File: config.mk
export PLATFORM = sky130hd
export DESIGN_NAME = freq_bin_to_bcd
export DESIGN_NICKNAME = d
export VERILOG_FILES = /design/src/rtl/freq_counter_pkg.sv /design/src/rtl/freq_bin_to_bcd_adj3.sv /design/src/rtl/freq_bin_to_bcd.sv
export SDC_FILE = /design/constraint.sdc
export NUM_CORES = 1
export LEC_CHECK = 0
export CAP_MARGIN = 5
export CELL_PAD_IN_SITES_DETAIL_PLACEMENT = 1
export CELL_PAD_IN_SITES_GLOBAL_PLACEMENT = 1
export CORE_ASPECT_RATIO = 0.9
export CORE_MARGIN = 4
export CORE_UTILIZATION = 46
export CTS_CLUSTER_DIAMETER = 200
export DETAILED_ROUTE_END_ITERATION = 6
export GPL_ROUTABILITY_DRIVEN = 1
export PLACE_DENSITY_LB_ADDON = 0.2
export SKIP_CTS_REPAIR_TIMING = 1
export SYNTH_ARGS = -nofsm -noshare
export SYNTH_HDL_FRONTEND = slang
export SYNTH_HIERARCHICAL = 1
export SYNTH_SLANG_ARGS = --single-unit
File: constraint.sdc
create_clock -name clk_in -period 3.3 [get_ports clk_in]
set_input_delay 0.66 -clock clk_in [delete_from_list [all_inputs] [get_ports clk_in]]
set_output_delay 0.66 -clock clk_in [all_outputs]
set_load 0.01 [all_outputs]
File: src/rtl/freq_counter_pkg.sv
// rtl/freq_counter_pkg.sv - shared types and constants for the frequency counter BCD path
package freq_counter_pkg;

    typedef logic [3:0] bcd_digit_t;

    localparam bcd_digit_t DIGIT_BLANK = 4'hF;

    typedef enum logic [1:0] {
        IDLE,
        SHIFT,
        DONE
    } bcd_state_e;

    function automatic logic [63:0] pow10_64(input int unsigned n);
        logic [63:0] r;
        r = 64'd1;
        for (int unsigned i = 0; i < n; i++) begin
            r = r * 64'd10;
        end
        return r;
    endfunction

endpackage

File: src/rtl/freq_bin_to_bcd_adj3.sv
// rtl/freq_bin_to_bcd_adj3.sv - double-dabble add-3-if-ge-5 correction for one BCD digit
module bcd_digit_adj3
    import freq_counter_pkg::*;
(
    input  bcd_digit_t digit_in,
    output bcd_digit_t digit_out
);

    assign digit_out = (digit_in >= 4'd5) ? (digit_in + 4'd3) : digit_in;

endmodule

File: src/rtl/freq_bin_to_bcd.sv
// rtl/freq_bin_to_bcd.sv - iterative binary-to-packed-BCD converter, one shift per input bit
// Optional build macro FREQ_BCD_LEADING_BLANK_EN replaces leading zero digits with DIGIT_BLANK.
module freq_bin_to_bcd
    import freq_counter_pkg::*;
#(
    parameter int BIN_W  = 27,
    parameter int DIGITS = 8
) (
    input  logic                  clk_in,
    input  logic                  rstn_in,
    input  logic [BIN_W-1:0]      bin_in,
    input  logic                  start_in,
    output logic                  busy_out,
    output logic [4*DIGITS-1:0]   bcd_out,
    output logic                  valid_out,
    output logic                  overflow_out
);

    localparam int          ACC_W     = 4 * DIGITS;
    localparam int          CNT_W     = $clog2(BIN_W + 1);
    localparam logic [63:0] OVF_LIMIT = pow10_64(DIGITS);

    bcd_state_e         state_q;
    logic [BIN_W-1:0]   sh_q;
    logic [ACC_W-1:0]   acc_q;
    logic [ACC_W-1:0]   acc_adj;
    logic [ACC_W-1:0]   result_d;
    logic [CNT_W-1:0]   cnt_q;
    logic               ovf_q;

    for (genvar g = 0; g < DIGITS; g++) begin : g_adj
        bcd_digit_adj3 u_adj (
            .digit_in  (acc_q[4*g +: 4]),
            .digit_out (acc_adj[4*g +: 4])
        );
    end

`ifdef FREQ_BCD_LEADING_BLANK_EN
    logic lead;
`endif

    // Value presented to the output register in DONE; saturation wins over blanking.
    always_comb begin
        result_d = ovf_q ? {DIGITS{4'h9}} : acc_q;
`ifdef FREQ_BCD_LEADING_BLANK_EN
        lead = !ovf_q;
        for (int i = DIGITS - 1; i > 0; i--) begin
            if (lead && (acc_q[4*i +: 4] == 4'h0)) begin
                result_d[4*i +: 4] = DIGIT_BLANK;
            end else begin
                lead = 1'b0;
            end
        end
`endif
    end

    always_ff @(posedge clk_in or negedge rstn_in) begin
        if (!rstn_in) begin
            state_q      <= IDLE;
            sh_q         <= '0;
            acc_q        <= '0;
            cnt_q        <= '0;
            ovf_q        <= 1'b0;
            busy_out     <= 1'b0;
            valid_out    <= 1'b0;
            bcd_out      <= '0;
            overflow_out <= 1'b0;
        end else begin
            valid_out <= 1'b0;
            case (state_q)
                IDLE: begin
                    if (start_in) begin
                        sh_q     <= bin_in;
                        acc_q    <= '0;
                        cnt_q    <= CNT_W'(BIN_W);
                        ovf_q    <= (64'(bin_in) >= OVF_LIMIT);
                        busy_out <= 1'b1;
                        state_q  <= SHIFT;
                    end
                end
                SHIFT: begin
                    // Top-digit carry is dropped; only saturated inputs can produce one.
                    acc_q <= {acc_adj[ACC_W-2:0], sh_q[BIN_W-1]};
                    sh_q  <= sh_q << 1;
                    cnt_q <= cnt_q - CNT_W'(1);
                    if (cnt_q == CNT_W'(1)) begin
                        state_q <= DONE;
                    end
                end
                DONE: begin
                    bcd_out      <= result_d;
                    overflow_out <= ovf_q;
                    valid_out    <= 1'b1;
                    busy_out     <= 1'b0;
                    state_q      <= IDLE;
                end
                default: begin
                    state_q  <= IDLE;
                    busy_out <= 1'b0;
                end
            endcase
        end
    end

endmodule
After elaboration in Yosys (flattened, before gate mapping)
Index checks and enable logic that the tools add are counted.

cells by class
  muxes and demuxes = 21
  bitwise gates (word level) = 1
  add/sub/neg operators = 9
  order comparisons = 9
  equality and inequality tests = 5
  reductions and logical operators = 6

operator list
  operator                number
  $mux W32                2
  $pmux W32 S2            1
  $pmux W27 S2            1
  $ge A4 B3 Y1 const B    8
  $add A4 B2 Y4 const B   7
  $mux W4                 7
  $ge A27 B27 Y1 const B  1
  $mux W27                1
  $pmux W5 S2             1
  $reduce_and A2 Y1       4
  $eq A5 B1 Y1 const B    1
  $mux W5                 1
  $sub A5 B1 Y5 const B   1
  $mux W2                 2
  $ne A2 B2 Y1 const B    2
  $pmux W2 S2             1
  $add A3 B2 Y3 const B   1
  $mux W3                 1
  $eq A2 B1 Y1 const B    1
  $eq A2 B2 Y1 const B    1
  $logic_not A2 Y1        1
  $mux W1                 2
  $pmux W1 S2             1
  $reduce_bool A2 Y1      1
  $not A1 Y1              1

word-level totals
  input bits = 30
  output and inout bits = 35
  flip-flop bits (word level) = 102
  logic and storage cells = 60

Depth between registers and ports, before layout
  word-level depth = 3
  depth in mapped cells = 7

Hierarchy
The synthesis kept the hierarchy.

by module, submodules not included
  module           area each (um^2)  times used  cells each
  freq_bin_to_bcd  4390.5            1           449
  bcd_digit_adj3   101.3             8           16

Worst setup path before layout
Ideal clock, no wire load.

  path type = in2reg
  start = in start_in
  end = reg acc_q[0]
  setup time = 117 ps
  path buffers = 2
  path slack = 1782 ps
  arrival time = 1401 ps
  stages = 5
  path through = or3b_1 -> buf_2 -> buf_6 -> nand3_2 -> nand2_1

on the way
  cells in the longest elaborated chain, start to end = 2

ends and longest elaborated chain
  element                      line                   source
  start, declared              freq_bin_to_bcd.sv:12  input logic start_in,
  $ne A2 B2 Y1 (no line)       n/a
  $reduce_and A2 Y1 (no line)  n/a
  end signal, assigned         freq_bin_to_bcd.sv:83  acc_q <= {acc_adj[ACC_W-2:0], sh_q[BIN_W-1]};
  end, declared                freq_bin_to_bcd.sv:25  logic [ACC_W-1:0] acc_q;

Every way passes these cells.
A chain may end at the register's enable or synchronous reset.

Worst setup path in the final report
  start = in start_in
  end = reg state_q[0]

on the way
  cells in the longest elaborated chain, start to end = 2

ends and longest elaborated chain
  element                      line                   source
  $ne A2 B2 Y1 (no line)       n/a
  $reduce_and A2 Y1 (no line)  n/a
  end signal, assigned         freq_bin_to_bcd.sv:59  state_q <= IDLE;
  end signal, assigned         freq_bin_to_bcd.sv:78  state_q <= SHIFT;
  end signal, assigned         freq_bin_to_bcd.sv:87  state_q <= DONE;
  end, declared                freq_bin_to_bcd.sv:23  bcd_state_e state_q;

Every way passes these cells.

==> run_results.csv <==
group,metric,value,unit
outcome,outcome,"finished clean",
power_and_ir_drop,switchingPower,2.38,mW
placed_design,portBuffers,64,
timing,skew,0.00782,ns
global_route,grt_pass1_wl,21300,um
drt,wirelength,12300,um
cells_and_area,post-route-cell-area,0.00623,mm^2
floorplan,initial_core_util,47.5,%
cells_and_area,final_layout_size_suffix_gt1_share,11.0,%
hold_path,hold_class,"primary input to async pin",
drt,drt_iter0_markers,201,
cells_and_area,nets,673,
drt,wl_met2,6170,um
clocking,clockRootBuffer,"clkbuf_16",
global_route,grt_pass1_vias,4462,
yosys,syn_avg_cell_area,9.04,um^2
clocking,tritoncts,"done",
power_and_ir_drop,ir_drop,518,uV
power_and_ir_drop,pwr-share-clk,17.8,%
run,maxCapViolations,0,
global_route,gr-usage-all-layers,20.4,%
timing,hold_viol,0,
yosys,synthesis.instances,573,
floorplan,die_w,120,um
clocking,ctsHtreeMaxLevel,3,
power_and_ir_drop,p_leak,2.92,nW
drt,wl_met3,418,um
timing,period_minus_slack,2.22,ns
worst_setup_path,rr_startpoint,"state_q[1]$_DFFE_PN0P_",
cells_and_area,areaGrowthSynthToFinish,20.3,%
worst_setup_path,crit_start,"start_in",
floorplan,rows,36,
floorplan,design.die.area,0.0130,mm^2
worst_setup_path,crit_type,"primary input to flop",
worst_setup_path,slowest_delay,0.99,ns
timing,fin_tns_setup,0,ns
floorplan,die_height,109,um
timing,finalCritPeriodShare,67.2,%
timing,worst_slew_pin_slew,1.17,ns
drt,vias,4110,
placed_design,placed_area,0.00595,mm^2
worst_setup_path,slowest_stage,"or3b_2",
power_and_ir_drop,power_frac_seq,40.1,%
timing,setup_viol,0,
worst_setup_path,start_kind,"primary input",
yosys,yosysWarnings,6,
drt,wl_per_cell,15.7,um
global_route,overflow,0,
cells_and_area,final_cell_mix,"183 x nand2_1, 102 x dfrtp_1, 63 x clkdlybuf4s50_1",
global_route,grt_antenna_before_repair,0,
yosys,syn_area,0.00518,mm^2
cells_and_area,diodes,0,
floorplan,coreArea,0.0109,mm^2
clocking,clockBufferDepth,2,
clocking,path_clk_slew,0.07,ns
worst_setup_path,cp_cell_sequence,"clkdlybuf4s50_1 -> or3b_2 -> o21ai_0",
drt,viasPerCell,5.26,
power_and_ir_drop,power.density,928,mW/mm^2
timing,max_freq,451,MHz
drt,top_layer_used,"met4",
drt,drt-met1-wl,5600,um
yosys,synth_nets,621,
placed_design,hpwl,8370,um
worst_setup_path,cp_max_fo,35,
global_route,grt_max_degree,60,
drt,drc_errors,0,
floorplan,io_pins,65,
clocking,clkSinkCount,102,
power_and_ir_drop,p_int,3.40,mW
drt,ant_nets,0,
power_and_ir_drop,swShare,41.1,%
cells_and_area,mostFrequentLayoutCell,"nand2_1",
power_and_ir_drop,finalPower,5.78,mW
clocking,clock_latency,0.35,ns
clocking,cts_buffers,9,
placed_design,place.gp.congestion,0.779,
worst_setup_path,ff2ff_path_depth,2,
timing,slew_headroom,22.2,%
worst_setup_path,end_kind,"flop",
worst_setup_path,critical_path_arrival,2.38,ns
timing,slew_viol_final,0,
timing,rsz0062_at_grt,"no",
power_and_ir_drop,pwr-share-comb,42.1,%
cells_and_area,post-route-util,57.2,%
worst_setup_path,required,3.47,ns
drt,first_pass_iters,4,
## power by group through the flow
stage / clock network, mW / registers [mW] / logic, mW
global route: 1.12 / 2.40 / 2.79
detailed placement: 0 / 2.34 / 2.45
floorplan: 0 / 2.22 / 1.67
global placement: 0 / 2.30 / 2.28
CTS: 1.07 / 2.32 / 2.48
finish: 1.03 / 2.32 / 2.43
## stage by stage
| stage | std cells | hold WS [ns] | setup WS, ns |
|---|---|---|---|
| 6_report | 782 | 0.375 | 1.08 |
| 4_1_cts | 782 | 0.396 | 1.07 |
| 3_3_place_gp | 766 | 0.450 | 0.786 |
| 2_1_floorplan | 573 | 0.364 | 1.78 |
| 3_5_place_dp | 766 | 0.458 | 0.720 |
| 5_1_grt | 782 | 0.417 | 1.01 |
## sequential cells by signal, summed over array words and instances, names as in the netlist
signal        count
state_q           2
ovf_q             1
valid_out         1
sh_q             27
busy_out          1
cnt_q             5
overflow_out      1
acc_q            32
bcd_out          32
## worst paths after layout
check	endpoint	slack, ns
worst min-delay path	bcd_out[14]$_DFFE_PN0P_	0.37
worst max register to register	state_q[0]$_DFFE_PN0P_	1.34
worst min register to register	acc_q[0]$_DFFE_PN0P_	0.48
worst max-delay path	state_q[0]$_DFFE_PN0P_	1.08
min in group clk_in	acc_q[0]$_DFFE_PN0P_	0.48
max in group asynchronous	sh_q[13]$_DFFE_PN0P_	2.21
## layer usage
metal	GRT usage, %	vias up
li1	-	1986
met1	25.7	2046
met2	35.2	66
met3	5.45	12
met4	5.64	0
met5	0	-
## critical path, delay by kind of cell
family / cells / cell delay, ns
compound gates: 1 / 0.24
simple gates: 1 / 0.99
buf+inv: 1 / 0.47
## final cells by class
| cell class | instances | area, um^2 |
|---|---|---|
| Inverter | 21 | 78.8 |
| Tap cell | 152 | 190 |
| Multi-Input combinational cell | 419 | 2400 |
| Timing Repair Buffer | 72 | 723 |
| Fill cell | 1314 | 4670 |
| Clock inverter | 7 | 56.3 |
| Sequential cell | 102 | 2550 |
| Clock buffer | 9 | 225 |
(Power assumes the default switching activity.)
